$ cat src/rtl/spi_pkg.sv
// ----------------------------------------------------------------------------
// spi_pkg
// Shared definitions for the SPI flash read sequencer and the SPI byte engine
// it drives:
//   - SPI_STAGE_DONE : engine stage value meaning "byte complete"
//   - flash opcodes and the MOSI filler byte
//   - sequencer state encoding
// ----------------------------------------------------------------------------
package spi_pkg;

  localparam logic [7:0] SPI_STAGE_DONE = 8'd99;
  localparam logic [7:0] CMD_READ_DEF   = 8'h03;
  localparam logic [7:0] CMD_FAST_DEF   = 8'h0B;
  localparam logic [7:0] IDLE_BYTE_DEF  = 8'hFF;

  typedef enum logic [2:0] {
    ST_IDLE      = 3'd0,
    ST_OPEN      = 3'd1,
    ST_WAIT_GO   = 3'd2,
    ST_WAIT_DONE = 3'd3,
    ST_NEXT      = 3'd4,
    ST_PRESENT   = 3'd5,
    ST_CLOSE     = 3'd6
  } rd_state_e;

endpackage

$ cat src/rtl/spi_flash_reader.sv
// ----------------------------------------------------------------------------
// spi_flash_reader
// Command sequencer sitting directly upstream of the SPI byte engine. On a
// start request it opens a flash read (opcode + address, MSB byte first) and
// streams LEN received data bytes out over a valid/ready port. Used to load
// calibration / FPGA tables from serial flash at boot.
//
// Build option: define SPI_FLASH_FAST_READ_EN to use the fast-read opcode and
// send one filler (dummy) byte after the address. Default build uses the
// plain read opcode with no dummy byte.
//
// Ports
//   clk_in            : system clock, same domain as the SPI byte engine
//   reset_n           : asynchronous active-low reset
//   start             : 1-cycle request; samples addr and len (ignored while busy)
//   addr  [ADDR_W]    : flash start address
//   len   [LEN_W]     : bytes to read; 0 = no transaction, just a done pulse
//   abort             : terminate the current transaction
//   busy              : high from accepted start until the done pulse
//   done              : 1-cycle pulse when the transaction is closed
//   rd_data [8]       : received data byte
//   rd_valid          : rd_data valid; held until rd_ready
//   rd_ready          : downstream accepts rd_data
//   spi_enabled       : engine enable (low = CS high, engine reset)
//   spi_data_in [8]   : byte for the engine to shift out
//   spi_continue_read : 1-cycle pulse asking the engine for the next byte
//   spi_data_out [8]  : byte received by the engine
//   spi_stage [8]     : engine stage; SPI_STAGE_DONE = byte complete
// ----------------------------------------------------------------------------
module spi_flash_reader
  import spi_pkg::*;
#(
  parameter int         ADDR_W    = 24,
  parameter int         LEN_W     = 16,
  parameter logic [7:0] CMD_READ  = CMD_READ_DEF,
  parameter logic [7:0] CMD_FAST  = CMD_FAST_DEF,
  parameter logic [7:0] IDLE_BYTE = IDLE_BYTE_DEF
) (
  input  logic              clk_in,
  input  logic              reset_n,
  input  logic              start,
  input  logic [ADDR_W-1:0] addr,
  input  logic [LEN_W-1:0]  len,
  input  logic              abort,
  output logic              busy,
  output logic              done,
  output logic [7:0]        rd_data,
  output logic              rd_valid,
  input  logic              rd_ready,
  output logic              spi_enabled,
  output logic [7:0]        spi_data_in,
  output logic              spi_continue_read,
  input  logic [7:0]        spi_data_out,
  input  logic [7:0]        spi_stage
);

`ifdef SPI_FLASH_FAST_READ_EN
  localparam int DUMMY_N = 1;
  localparam bit FAST_EN = 1'b1;
`else
  localparam int DUMMY_N = 0;
  localparam bit FAST_EN = 1'b0;
`endif

  localparam logic [7:0] OPCODE     = FAST_EN ? CMD_FAST : CMD_READ;
  localparam int         ADDR_BYTES = ADDR_W / 8;
  // Header = opcode + address bytes + optional dummy byte.
  localparam int         HDR_N      = 1 + ADDR_BYTES + DUMMY_N;
  localparam int         IDX_W      = $clog2(HDR_N + 1);

  localparam logic [IDX_W-1:0] IDX_ZERO = IDX_W'(0);
  localparam logic [IDX_W-1:0] IDX_ONE  = IDX_W'(1);
  localparam logic [IDX_W-1:0] HDR_LAST = IDX_W'(HDR_N - 1);
  localparam logic [LEN_W-1:0] LEN_ZERO = LEN_W'(0);
  localparam logic [LEN_W-1:0] LEN_ONE  = LEN_W'(1);

  // Byte sent at position idx of the transaction: opcode, address bytes MSB
  // first, then filler (covers both the dummy byte and all data-phase bytes).
  function automatic logic [7:0] hdr_byte(input logic [IDX_W-1:0]  idx,
                                          input logic [ADDR_W-1:0] a);
    logic [ADDR_W-1:0] sh;
    logic [7:0]        b;
    sh = a;
    b  = IDLE_BYTE;
    if (idx == IDX_ZERO) begin
      b = OPCODE;
    end else if (int'(idx) <= ADDR_BYTES) begin
      sh = a >> (ADDR_W - 8 * int'(idx));
      b  = sh[7:0];
    end else begin
      b = IDLE_BYTE;
    end
    return b;
  endfunction

  rd_state_e         state_r;
  logic [ADDR_W-1:0] addr_r;
  logic [LEN_W-1:0]  cnt_r;        // data bytes still to be delivered
  logic [IDX_W-1:0]  idx_r;        // position of the byte in flight, saturates at HDR_N
  logic              close_cnt_r;
  logic              busy_r;
  logic              done_r;
  logic [7:0]        rd_data_r;
  logic              rd_valid_r;
  logic              spi_enabled_r;
  logic [7:0]        spi_data_in_r;
  logic              spi_continue_read_r;

  logic              rd_hs_s;
  logic [IDX_W-1:0]  idx_next_s;

  assign rd_hs_s = rd_valid_r & rd_ready;

  assign busy              = busy_r;
  assign done              = done_r;
  assign rd_data           = rd_data_r;
  assign rd_valid          = rd_valid_r;
  assign spi_enabled       = spi_enabled_r;
  assign spi_data_in       = spi_data_in_r;
  assign spi_continue_read = spi_continue_read_r;

  // Index of the next byte to send; once past the header it stays put so
  // every further byte is treated as a data byte.
  always_comb begin
    idx_next_s = idx_r;
    if (idx_r <= HDR_LAST) begin
      idx_next_s = idx_r + IDX_ONE;
    end else begin
      idx_next_s = idx_r;
    end
  end

  // Sequencer FSM with all outputs registered.
  always_ff @(posedge clk_in or negedge reset_n) begin
    if (!reset_n) begin
      state_r             <= ST_IDLE;
      addr_r              <= {ADDR_W{1'b0}};
      cnt_r               <= LEN_ZERO;
      idx_r               <= IDX_ZERO;
      close_cnt_r         <= 1'b0;
      busy_r              <= 1'b0;
      done_r              <= 1'b0;
      rd_data_r           <= 8'h00;
      rd_valid_r          <= 1'b0;
      spi_enabled_r       <= 1'b0;
      spi_data_in_r       <= 8'hFF;
      spi_continue_read_r <= 1'b0;
    end else begin
      // Pulses default low so each is exactly one cycle wide.
      done_r              <= 1'b0;
      spi_continue_read_r <= 1'b0;

      if (abort && (state_r != ST_IDLE) && (state_r != ST_CLOSE)) begin
        // A byte accepted in the abort cycle still counts as delivered.
        if (rd_hs_s) begin
          cnt_r <= cnt_r - LEN_ONE;
        end
        rd_valid_r    <= 1'b0;
        spi_enabled_r <= 1'b0;
        close_cnt_r   <= 1'b0;
        state_r       <= ST_CLOSE;
      end else begin
        case (state_r)
          ST_IDLE: begin
            if (start) begin
              if (len != LEN_ZERO) begin
                addr_r  <= addr;
                cnt_r   <= len;
                idx_r   <= IDX_ZERO;
                busy_r  <= 1'b1;
                state_r <= ST_OPEN;
              end else begin
                done_r  <= 1'b1;
              end
            end
          end

          ST_OPEN: begin
            // Engine starts byte 0 by itself once enabled.
            spi_data_in_r <= hdr_byte(IDX_ZERO, addr_r);
            spi_enabled_r <= 1'b1;
            state_r       <= ST_WAIT_GO;
          end

          ST_WAIT_GO: begin
            // The engine still shows the previous byte's done stage right
            // after continue_read; wait until it leaves that stage.
            if (spi_stage != SPI_STAGE_DONE) begin
              state_r <= ST_WAIT_DONE;
            end
          end

          ST_WAIT_DONE: begin
            if (spi_stage == SPI_STAGE_DONE) begin
              if (idx_r <= HDR_LAST) begin
                state_r <= ST_NEXT;
              end else begin
                rd_data_r  <= spi_data_out;
                rd_valid_r <= 1'b1;
                state_r    <= ST_PRESENT;
              end
            end
          end

          ST_NEXT: begin
            spi_data_in_r       <= hdr_byte(idx_next_s, addr_r);
            idx_r               <= idx_next_s;
            spi_continue_read_r <= 1'b1;
            state_r             <= ST_WAIT_GO;
          end

          ST_PRESENT: begin
            // SCK stays idle while the consumer stalls.
            if (rd_hs_s) begin
              rd_valid_r <= 1'b0;
              cnt_r      <= cnt_r - LEN_ONE;
              if (cnt_r == LEN_ONE) begin
                spi_enabled_r <= 1'b0;
                close_cnt_r   <= 1'b0;
                state_r       <= ST_CLOSE;
              end else begin
                state_r       <= ST_NEXT;
              end
            end
          end

          ST_CLOSE: begin
            // Hold CS high two cycles so the engine returns to stage 0.
            spi_enabled_r <= 1'b0;
            if (!close_cnt_r) begin
              close_cnt_r <= 1'b1;
            end else begin
              close_cnt_r   <= 1'b0;
              done_r        <= 1'b1;
              busy_r        <= 1'b0;
              spi_data_in_r <= IDLE_BYTE;
              state_r       <= ST_IDLE;
            end
          end

          default: begin
            rd_valid_r    <= 1'b0;
            spi_enabled_r <= 1'b0;
            busy_r        <= 1'b0;
            close_cnt_r   <= 1'b0;
            state_r       <= ST_IDLE;
          end
        endcase
      end
    end
  end

endmodule

$ cat config.mk
export PLATFORM = sky130hd
export DESIGN_NAME = spi_flash_reader
export DESIGN_NICKNAME = d
export VERILOG_FILES = /design/src/rtl/spi_pkg.sv /design/src/rtl/spi_flash_reader.sv
export SDC_FILE = /design/constraint.sdc
export NUM_CORES = 1
export LEC_CHECK = 0
export BUFFER_PORTS_ARGS = -buffer_cell sky130_fd_sc_hd__buf_2
export CORE_MARGIN = 1
export CORE_UTILIZATION = 49
export CTS_CLUSTER_DIAMETER = 80
export DETAILED_ROUTE_END_ITERATION = 6
export MAX_ROUTING_LAYER = met4
export PLACE_DENSITY_LB_ADDON = 0.15
export SKIP_LAST_GASP = 1
export SLEW_MARGIN = 40
export SYNTH_ARGS = -nofsm -noshare
export SYNTH_HDL_FRONTEND = slang
export SYNTH_SLANG_ARGS = --single-unit
$ cat constraint.sdc
create_clock -name clk_in -period 2.1 [get_ports clk_in]
set_input_delay 0.105 -clock clk_in [delete_from_list [all_inputs] [get_ports clk_in]]
set_output_delay 0.105 -clock clk_in [all_outputs]
set_load 0.005 [all_outputs]
==> impl_metrics.env, run 1 <==
export IMPL_grt_pass1_wl_mm=16.1
export IMPL_crit_path_start="idx_r[0]$_DFFE_PN0P_"
export IMPL_cp_arrival_ps=2260
export IMPL_antenna_found_initial=0
export IMPL_synth_edff_count=0
export IMPL_multi_input_area_sq_um=1770
export IMPL_dpl_instance_area_sq_um=4260
export IMPL_area_growth_pct=34.0
export IMPL_clockBufferDepth=2
export IMPL_die_area_sq_um=7710
export IMPL_grt_max_degree=47
export IMPL_final_min_clock_period_ps=2020
export IMPL_final_common_cell="nand2_1"
export IMPL_status="completed"
export IMPL_hold_class="in2reg"
export IMPL_ir_drop_v=0.000624
export IMPL_dr_pass1_iters=5
export IMPL_setup_viol=0
export IMPL_relSlewSlack_pct=62.5
export IMPL_cp_slowest_stage_delay_ps=420
export IMPL_num_vias=3522
export IMPL_drcViolationCount=0
export IMPL_synth_warnings=0
export IMPL_drive_gt1_share_pct=29.8
export IMPL_root_buffer="clkbuf_8"
export IMPL_synth_cell_types=57
export IMPL_gp_congestion=0.945
export IMPL_fin_worst_skew_ps=8.34
export IMPL_clock_sinks=68
export IMPL_min_from="len[3]"
export IMPL_path_clk_slew_ps=80
export IMPL_crit_path_start_kind="flop"
export IMPL_fill_cells=564
export IMPL_nNetsFinal=593
export IMPL_rsz0062_at_grt="true"
export IMPL_wl_per_cell_um=15.7
export IMPL_max_slew_worst_pin_slew_ps=563
export IMPL_io_pins=82
export IMPL_cp_top_family="simple AND/OR/NAND/NOR gates"
export IMPL_cts_buffers=9
export IMPL_timing_rr_start="idx_r[0]$_DFFE_PN0P_"
export IMPL_initial_core_util_pct=51.9
export IMPL_syn_area_sq_um=3610
export IMPL_synthFlopType="dfrtp_1"
export IMPL_cp_end_kind="flop"
export IMPL_critPathRequiredTime_ps=2330
export IMPL_slew_violations=0
export IMPL_dr_first_iter_drc_count=238
export IMPL_die_w_um=87.8
export IMPL_ys_ff_latch=68
export IMPL_p_total_uw=5970
export IMPL_critPathKind="reg2reg"
export IMPL_vias_per_cell=5.59
export IMPL_mostFrequentLayoutCells="92 x nand2_1, 81 x buf_2, 59 x dfrtp_1"
export IMPL_dp_hpwl_mm=6.70
export IMPL_synthCells=398
export IMPL_final_hold_violation_count=0
export IMPL_synth_fp_nets=462
export IMPL_die_y_um=87.8
export IMPL_core_sq_um=6940
export IMPL_syn_avg_cell_area_sq_um=9.06
export IMPL_hold_worst_slack_ps=13.5
export IMPL_antenna_cells=0
export IMPL_fmax_mhz=494
export IMPL_grt_ovfl_total=0
export IMPL_r2r_slack_ps=80
export IMPL_gr_usage_all_layers_pct=28.4
export IMPL_cp_cell_sequence="ha_1 -> nor2b_2 -> and2_1 -> o21ai_1 -> nor3_2 -> buf_6 -> mux2_2"
export IMPL_port_buffer_count=81
export IMPL_crit_path_max_fanout=9
export IMPL_num_rows=30
export IMPL_slowest_stage="dfrtp_1"
export IMPL_async_reset_ff_share_pct=100
export IMPL_maxCapViolCount=0
export IMPL_insertion_delay_ps=350
export IMPL_drt_antenna_violating_nets=0
export IMPL_p_per_area_nw_per_um2=1240
export IMPL_critPathBufInv=1
export IMPL_cts_tree="yes"
export IMPL_stdcell_area_sq_um=4830
export IMPL_routed_wl_mm=9.89
export IMPL_regArea_sq_um=1710
export IMPL_finalCritPeriodShare_pct=96.4
export IMPL_utilization_pct=69.6
export IMPL_p_leak_uw=0.00231
export IMPL_grt_pass1_vias=3373
export IMPL_htree_levels=3
export IMPL_yosysSeqAreaShare_pct=47.5
[what timing repair did]
item | in CTS | in global routing
hold endpoints to repair | 54 | 0
hold buffers | 35 | 0
resized for setup | 0 | 6
setup buffers | 0 | 0
setup endpoints to repair | 0 | 15
[synthesized netlist by cell type (5+ instances only)]
master	instances	share of area, %
nor2_1	24	2.5
o221ai_1	6	1.5
mux2_2	10	3.1
a31oi_1	6	1.0
inv_1	14	1.5
nor4_1	7	1.2
a21oi_1	22	3.1
clkbuf_1	10	1.0
and2_1	6	1.0
dfstp_2	8	5.8
nand3_1	9	1.2
o21ai_0	15	2.1
nor3_1	8	1.1
dfrtp_1	60	42
or3_1	5	0.87
nand2_1	92	9.6
mux2i_1	7	1.9
buf_2	7	0.97
[flip-flops by register name, summed over array words and instances, names as in the netlist]
signal	flops
addr_r	24
busy	1
close_cnt_r	1
cnt_r	16
done	1
idx_r	3
rd_data	8
rd_valid	1
spi_continue_read	1
spi_data_in	8
spi_enabled	1
state_r	3
[final cells by class]
type	count	share of cell area [%]
clock buffer	9	2.56
clock inverter	7	1.68
inverter	14	1.09
multi-input combinational	295	36.6
sequential	68	35.4
tap	96	2.49
timing repair buffer	141	20.1
[where the power goes]
group          internal [uW]  leakage (uW)  switching (uW)  total, uW
clock                    567      0.000101             559       1130
sequential              1860      0.000813             416       2280
combinational           1170       0.00139            1400       2570
[through the flow]
step           setup WS, ps  std cells  setup TNS [ps]
2_1_floorplan          69.1        398               0
4_1_cts                23.2        630               0
3_3_place_gp           72.8        579               0
5_1_grt               -2.22        630           -2.22
3_5_place_dp           53.6        579               0
6_report               75.3        630               0
[logic make-up after synthesis]
family / share of synthesized area, %
DFF: 47.5
adders and majority gates: 1.04
AOI/OAI and AO/OA: 18.0
xor gates and xnor gates: 0.243
muxes: 5.06
and+or+nand+nor: 24.3
buffers and inverters: 3.88
[worst register-to-register path: cells and delay by family, from the launching register on]
| family | cells | cell delay [ps] |
|---|---|---|
| simple gates | 3 | 570 |
| flops | 1 | 420 |
| mux | 1 | 360 |
| fa+ha+maj | 1 | 270 |
| buf+inv | 1 | 190 |
| compound gates | 1 | 110 |
[worst paths after layout]
kind,end,cells past startpoint
setup / recovery,rd_data[4]$_DFFE_PN0P_,7
hold / removal,cnt_r[3]$_DFFE_PN0P_,2
setup reg to reg,rd_data[4]$_DFFE_PN0P_,7
hold reg to reg,addr_r[3]$_DFFE_PN0P_,2
max in group asynchronous,spi_data_in[7]$_DFFE_PN1P_,3
min in group asynchronous,cnt_r[3]$_DFFE_PN0P_,2
[routing by layer]
layer | GRT usage, % | routed length, um
met5 | - | 0
met1 | 36.8 | 4390
met2 | 45.5 | 4780
met3 | 5.00 | 578
met4 | 8.64 | 134
(Power assumes the default switching activity.)
==> run 2, diff against run 1 <==
--- a/config.mk
+++ b/config.mk
@@ -6,8 +6,10 @@
 export NUM_CORES = 1
 export LEC_CHECK = 0
 export BUFFER_PORTS_ARGS = -buffer_cell sky130_fd_sc_hd__buf_2
+export CELL_PAD_IN_SITES_DETAIL_PLACEMENT = 1
+export CELL_PAD_IN_SITES_GLOBAL_PLACEMENT = 1
 export CORE_MARGIN = 1
-export CORE_UTILIZATION = 49
+export CORE_UTILIZATION = 37
 export CTS_CLUSTER_DIAMETER = 80
 export DETAILED_ROUTE_END_ITERATION = 6
 export MAX_ROUTING_LAYER = met4
==> run 2 against run 1 <==
  * Wire length increased by 17%
  * Worst setup slack got worse by 53 ps
  * Fmax decreased by 2.5%
  * Highest routed layer unchanged
  * Cell count increased by 6.2%
  * Die area increased by 32%
  * Global-route usage decreased by 3.4 points
  * Clock-buffer cell count increased by 1
==> impl_metrics.env, run 2 (synthesis results as in run 1) <==
export IMPL_drcViolationCount=0
export IMPL_reg_top3="addr_r (24), cnt_r (16)"
export IMPL_timing_rr_start="state_r[2]$_DFFE_PN0P_"
export IMPL_setup_viol=0
export IMPL_io_pins=82
export IMPL_grt_max_degree=30
export IMPL_die_area_sq_um=10100
export IMPL_grt_ovfl_total=0
export IMPL_cp_arrival_ps=2310
export IMPL_routed_wl_mm=11.5
export IMPL_cp_end_kind="flop"
export IMPL_rsz0062_at_grt="true"
export IMPL_min_from="len[10]"
export IMPL_gr_usage_all_layers_pct=25.0
export IMPL_fin_ws_ps=22.4
export IMPL_htree_levels=3
export IMPL_finalCritPeriodShare_pct=98.9
export IMPL_slowest_stage="or3b_2"
export IMPL_grt_pass1_vias=3946
export IMPL_fin_worst_skew_ps=7.39
export IMPL_fmax_mhz=481
export IMPL_area_growth_pct=35.9
export IMPL_worstRegToRegCells=4
export IMPL_p_per_area_nw_per_um2=1240
export IMPL_largest_reg_flops=24
export IMPL_path_clk_slew_ps=80
export IMPL_dr_first_iter_drc_count=99
export IMPL_hold_depth=3
export IMPL_reg2reg_to="state_r[2]$_DFFE_PN0P_"
export IMPL_nNetsFinal=599
export IMPL_final_common_cell="nand2_1"
export IMPL_holdPathEnd="cnt_r[10]$_DFFE_PN0P_"
export IMPL_cts_tree="yes"
export IMPL_critPathRequiredTime_ps=2330
export IMPL_num_vias=3572
export IMPL_ir_drop_v=0.000518
export IMPL_dp_slack_ps=-72.0
export IMPL_dp_hpwl_mm=8.02
export IMPL_final_min_clock_period_ps=2080
export IMPL_core_sq_um=9330
export IMPL_p_leak_uw=0.00232
export IMPL_final_hold_violation_count=0
export IMPL_port_buffer_count=81
export IMPL_r2r_slack_ps=20
export IMPL_die_y_um=101
export IMPL_clock_sinks=68
export IMPL_fin_setup_tns_ps=0
export IMPL_cts_buffers=9
export IMPL_root_buffer="clkbuf_8"
export IMPL_antenna_found_initial=0
export IMPL_crit_path_max_fanout=12
export IMPL_drt_antenna_violating_nets=0
export IMPL_regMostFlops="addr_r"
export IMPL_insertion_delay_ps=340
export IMPL_vias_per_cell=5.34
export IMPL_antenna_cells=0
export IMPL_wl_per_cell_um=17.2
export IMPL_num_rows=35
export IMPL_drive_gt1_share_pct=31.1
export IMPL_maxCapViolCount=0
export IMPL_grt_pass1_wl_mm=18.9
export IMPL_die_w_um=101
export IMPL_utilization_pct=52.5
export IMPL_crit_path_start_kind="flop"
export IMPL_clockBufferDepth=2
export IMPL_critPathKind="reg2reg"
export IMPL_hold_class="in2reg"
export IMPL_gp_congestion=0.851
export IMPL_slew_violations=0
export IMPL_cp_cell_sequence="or3b_2 -> a211oi_1 -> nor4b_2 -> a221oi_1"
export IMPL_dr_pass1_iters=4
export IMPL_max_slew_worst_pin_slew_ps=503
export IMPL_initial_core_util_pct=38.7
export IMPL_mostFrequentLayoutCells="92 x nand2_1, 81 x buf_2, 59 x dfrtp_1"
export IMPL_relSlewSlack_pct=66.0
export IMPL_status="completed"
export IMPL_cp_slowest_stage_delay_ps=560
## run 2: through the flow
step	instances	cell area, sq um	hold slack, ps	total power [uW]
after floorplan	398	3610	-191	3900
after global placement	616	4320	94.7	4760
after detailed placement	616	4320	99.2	4880
after CTS	666	4860	13.1	6070
after global routing	669	4900	36.5	6560
final	669	4900	25.6	6070
## run 2: what timing repair did
action | in CTS | in global routing
setup buffers | 0 | 2
endpoints found under the setup margin | 3 | 20
hold buffers | 34 | 0
pin swaps | 0 | 1
gates cloned | 0 | 1
resized for setup | 2 | 10
hold endpoints to repair | 51 | 0
## run 2: layout make-up
class	instances	area, sq um
Timing Repair Buffer	147	1000
Fill cell	1094	4430
Clock buffer	10	128
Sequential cell	68	1710
Multi-Input combinational cell	295	1780
Tap cell	129	161
Inverter	14	52.6
Clock inverter	6	65.1
## run 2: per-layer routing
layer | routed length (um) | GRT usage (%) | up-vias
met5 | 0 | - | -
met4 | 156 | 6.58 | 0
met3 | 364 | 5.20 | 14
met2 | 5880 | 43.6 | 86
met1 | 5120 | 29.3 | 1769
li1 | - | - | 1703
## run 2: where the power goes
group	total, uW	internal (uW)	switching (uW)
combinational	2690	1210	1480
sequential	2310	1860	443
clock	1080	549	530
total	6070	3620	2460
## run 2: worst max path at each step
stage,start,end,slack [ps],cells after the start
3_5_place_dp,idx_r[0]$_DFFE_PN0P_,spi_data_in[1]$_DFFE_PN1P_,-70,6
4_1_cts,idx_r[0]$_DFFE_PN0P_,spi_data_in[1]$_DFFE_PN1P_,20,6
5_1_grt,state_r[2]$_DFFE_PN0P_,state_r[2]$_DFFE_PN0P_,-30,4
6_report,state_r[2]$_DFFE_PN0P_,state_r[2]$_DFFE_PN0P_,20,4
3_3_place_gp,idx_r[0]$_DFFE_PN0P_,spi_data_in[1]$_DFFE_PN1P_,40,6
2_1_floorplan,idx_r[0]$_DFFE_PN0P_,spi_data_in[0]$_DFFE_PN1P_,70,7
## run 2: critical path: cells and delay by family (launching register included)
| family | cells | cell delay [ps] |
|---|---|---|
| simple gates | 2 | 720 |
| compound gates | 2 | 730 |
| flops | 1 | 520 |
==> run 3, diff against run 2 <==
--- a/config.mk
+++ b/config.mk
@@ -14,6 +14,7 @@
 export DETAILED_ROUTE_END_ITERATION = 6
 export MAX_ROUTING_LAYER = met4
 export PLACE_DENSITY_LB_ADDON = 0.15
+export REMOVE_ABC_BUFFERS = 1
 export SKIP_LAST_GASP = 1
 export SLEW_MARGIN = 40
 export SYNTH_ARGS = -nofsm -noshare
==> run 3 against run 2 <==
  * Critical path type unchanged
  * Non-clock buffer count shrank 3
  * Design area grew 1.3%
  * First-iteration DRC count grew 47%
  * Via count grew 0.87%
  * Utilization grew 0.70 points
  * Combinational power grew 2%
  * Worst hold slack lost 5.5 ps
  * Clock skew grew 4.3 ps
  * Largest power group unchanged
  * Fmax grew 4.6%
  * Critical path depth grew 3
  * Clock-buffer cell count is the same
==> impl_metrics.env, run 3 (synthesis results as in run 1) <==
export IMPL_insertion_delay_ps=360
export IMPL_grt_busiest_layer="met2"
export IMPL_area_growth_pct=37.7
export IMPL_dp_hpwl_mm=7.85
export IMPL_grt_ovfl_total=0
export IMPL_setup_viol=0
export IMPL_post_cts_setup_buffers=0
export IMPL_die_y_um=101
export IMPL_dr_first_iter_drc_count=146
export IMPL_finalCritPeriodShare_pct=94.6
export IMPL_switchingPower_uw=2490
export IMPL_rsz0062_at_grt="false"
export IMPL_p_clk_share_pct=22.9
export IMPL_ir_drop_v=0.000453
export IMPL_p_comb_share_pct=42.2
export IMPL_timing_rr_start="idx_r[0]$_DFFE_PN0P_"
export IMPL_vias_per_cell=5.41
export IMPL_cp_top_family="simple AND/OR/NAND/NOR gates"
export IMPL_hold_depth=3
export IMPL_r2r_slack_ps=110
export IMPL_critPathBufInv=1
export IMPL_grt_pass1_wl_mm=19.0
export IMPL_clock_sinks=68
export IMPL_crit_path_start_kind="flop"
export IMPL_critPathKind="reg2reg"
export IMPL_cts_buffers=9
export IMPL_mostFrequentLayoutCells="92 x nand2_1, 81 x buf_2, 60 x dfrtp_1"
export IMPL_gr_usage_all_layers_pct=25.3
export IMPL_p_leak_uw=0.00235
export IMPL_holdPathEnd="cnt_r[10]$_DFFE_PN0P_"
export IMPL_p_per_area_nw_per_um2=1310
export IMPL_swShare_pct=38.4
export IMPL_fin_worst_skew_ps=11.7
export IMPL_drt_antenna_violating_nets=0
export IMPL_fmax_mhz=503
export IMPL_reg2reg_to="rd_data[7]$_DFFE_PN0P_"
export IMPL_grt_pass1_vias=3831
export IMPL_slew_violations=0
export IMPL_cp_cell_sequence="ha_2 -> nor2b_2 -> and2_1 -> o21ai_0 -> nor3_2 -> buf_6 -> mux2_2"
export IMPL_largest_reg_flops=24
export IMPL_cp_slowest_stage_delay_ps=440
export IMPL_gr_usage_met2_pct=42.1
export IMPL_crit_path_max_fanout=9
export IMPL_path_clk_slew_ps=80
export IMPL_drcViolationCount=0
export IMPL_met3_usage_pct=4.16
export IMPL_initial_core_util_pct=38.7
export IMPL_power_frac_seq_pct=35.0
export IMPL_max_slew_worst_pin_slew_ps=571
export IMPL_grt_max_degree=69
export IMPL_num_rows=35
export IMPL_wl_per_cell_um=17.3
export IMPL_fin_setup_tns_ps=0
export IMPL_drive_gt1_share_pct=30.2
export IMPL_critPathRequiredTime_ps=2350
export IMPL_reg_top3="addr_r (24), cnt_r (16)"
export IMPL_antenna_cells=0
export IMPL_root_buffer="clkbuf_8"
export IMPL_final_min_clock_period_ps=1990
export IMPL_gp_congestion=0.856
export IMPL_die_area_sq_um=10100
export IMPL_final_hold_violation_count=0
export IMPL_antenna_found_initial=0
export IMPL_hold_worst_slack_ps=20.0
export IMPL_worstRegToRegCells=7
export IMPL_die_w_um=101
export IMPL_dr_pass1_iters=4
export IMPL_slowest_stage="dfrtp_1"
export IMPL_status="completed"
export IMPL_cp_arrival_ps=2230
export IMPL_fill_cells=1111
export IMPL_core_sq_um=9330
export IMPL_final_common_cell="nand2_1"
export IMPL_regArea_sq_um=1710
export IMPL_grt_use_met1_pct=31.0
export IMPL_p_int_uw=4010
export IMPL_cts_tree="yes"
export IMPL_maxCapViolCount=0
export IMPL_relSlewSlack_pct=61.5
export IMPL_routed_wl_mm=11.5
export IMPL_htree_levels=3
export IMPL_num_vias=3603
export IMPL_port_buffer_count=81
export IMPL_io_pins=82
export IMPL_cp_end_kind="flop"
export IMPL_clockBufferDepth=2
export IMPL_multi_input_area_sq_um=1770
export IMPL_hold_class="in2reg"
export IMPL_regMostFlops="addr_r"
export IMPL_nNetsFinal=596
export IMPL_min_from="len[10]"
## run 3: cell types whose count changed in the layout (fill, tap and decap cells not counted), sizes merged
cell | before | now
inv | 14 | 15
buf | 112 | 110
bufinv | 1 | 4
clkbuf | 11 | 10
clkinv | 4 | 0
## run 3: worst max-delay path by stage
stage | slack [ps] | from | cells after the start | to
final | 110 | idx_r[0]$_DFFE_PN0P_ | 7 | rd_data[7]$_DFFE_PN0P_
after global placement | 90 | state_r[1]$_DFFE_PN0P_ | 5 | state_r[2]$_DFFE_PN0P_
after global routing | 2 | idx_r[0]$_DFFE_PN0P_ | 7 | rd_data[3]$_DFFE_PN0P_
after floorplan | -170 | idx_r[0]$_DFFE_PN0P_ | 6 | spi_data_in[1]$_DFFE_PN1P_
after detailed placement | -80 | idx_r[0]$_DFFE_PN0P_ | 6 | spi_data_in[1]$_DFFE_PN1P_
after CTS | 40 | state_r[1]$_DFFE_PN0P_ | 5 | state_r[2]$_DFFE_PN0P_
## run 3: worst register-to-register path, stage by stage, from the launching register on
cell	delay [ps]
dfrtp_1	440
ha_2	250
nor2b_2	180
and2_1	170
o21ai_0	130
nor3_2	170
buf_6	190
mux2_2	360
## run 3: cell type report
class	count	area share, %
multi-input combinational	295	35.7
clock inverter	6	2.75
tap	129	3.25
inverter	14	1.06
sequential	68	34.5
timing repair buffer	144	20.2
clock buffer	10	2.57
## run 3: metrics by stage
stage / power, uW / cell area (sq um) / cells / utilization (%) / setup WS, ps
2_1_floorplan: 3790 / 3520 / 377 / - / -170
3_3_place_gp: 4810 / 4340 / 616 / 46.5 / 90.7
3_5_place_dp: 4930 / 4340 / 616 / 46.5 / -78.2
4_1_cts: 6510 / 4950 / 666 / 53.0 / 40.6
5_1_grt: 6940 / 4970 / 666 / 53.2 / 2.05
6_report: 6500 / 4970 / 666 / 53.2 / 113
## run 3: routing by layer
metal | routed length, um | vias up
li1 | - | 1702
met1 | 5150 | 1799
met2 | 5720 | 84
met3 | 437 | 18
met4 | 207 | 0
met5 | 0 | -
## run 3: power groups by stage
stage / sequential (uW) / combinational, uW / clock [uW]
after global routing: 2340 / 3050 / 1550
final: 2270 / 2740 / 1490
after detailed placement: 2290 / 2640 / 0
after CTS: 2280 / 2720 / 1510
after global placement: 2270 / 2540 / 0
after floorplan: 2250 / 1530 / 0
## run 3: timing repair
item                                    4_1_cts  5_1_grt
gates cloned                                  0        0
endpoints found under the hold margin        93        0
hold buffers                                 34        0
resized for setup                             1        6
endpoints found under the setup margin        2       17
pin swaps                                     0        0
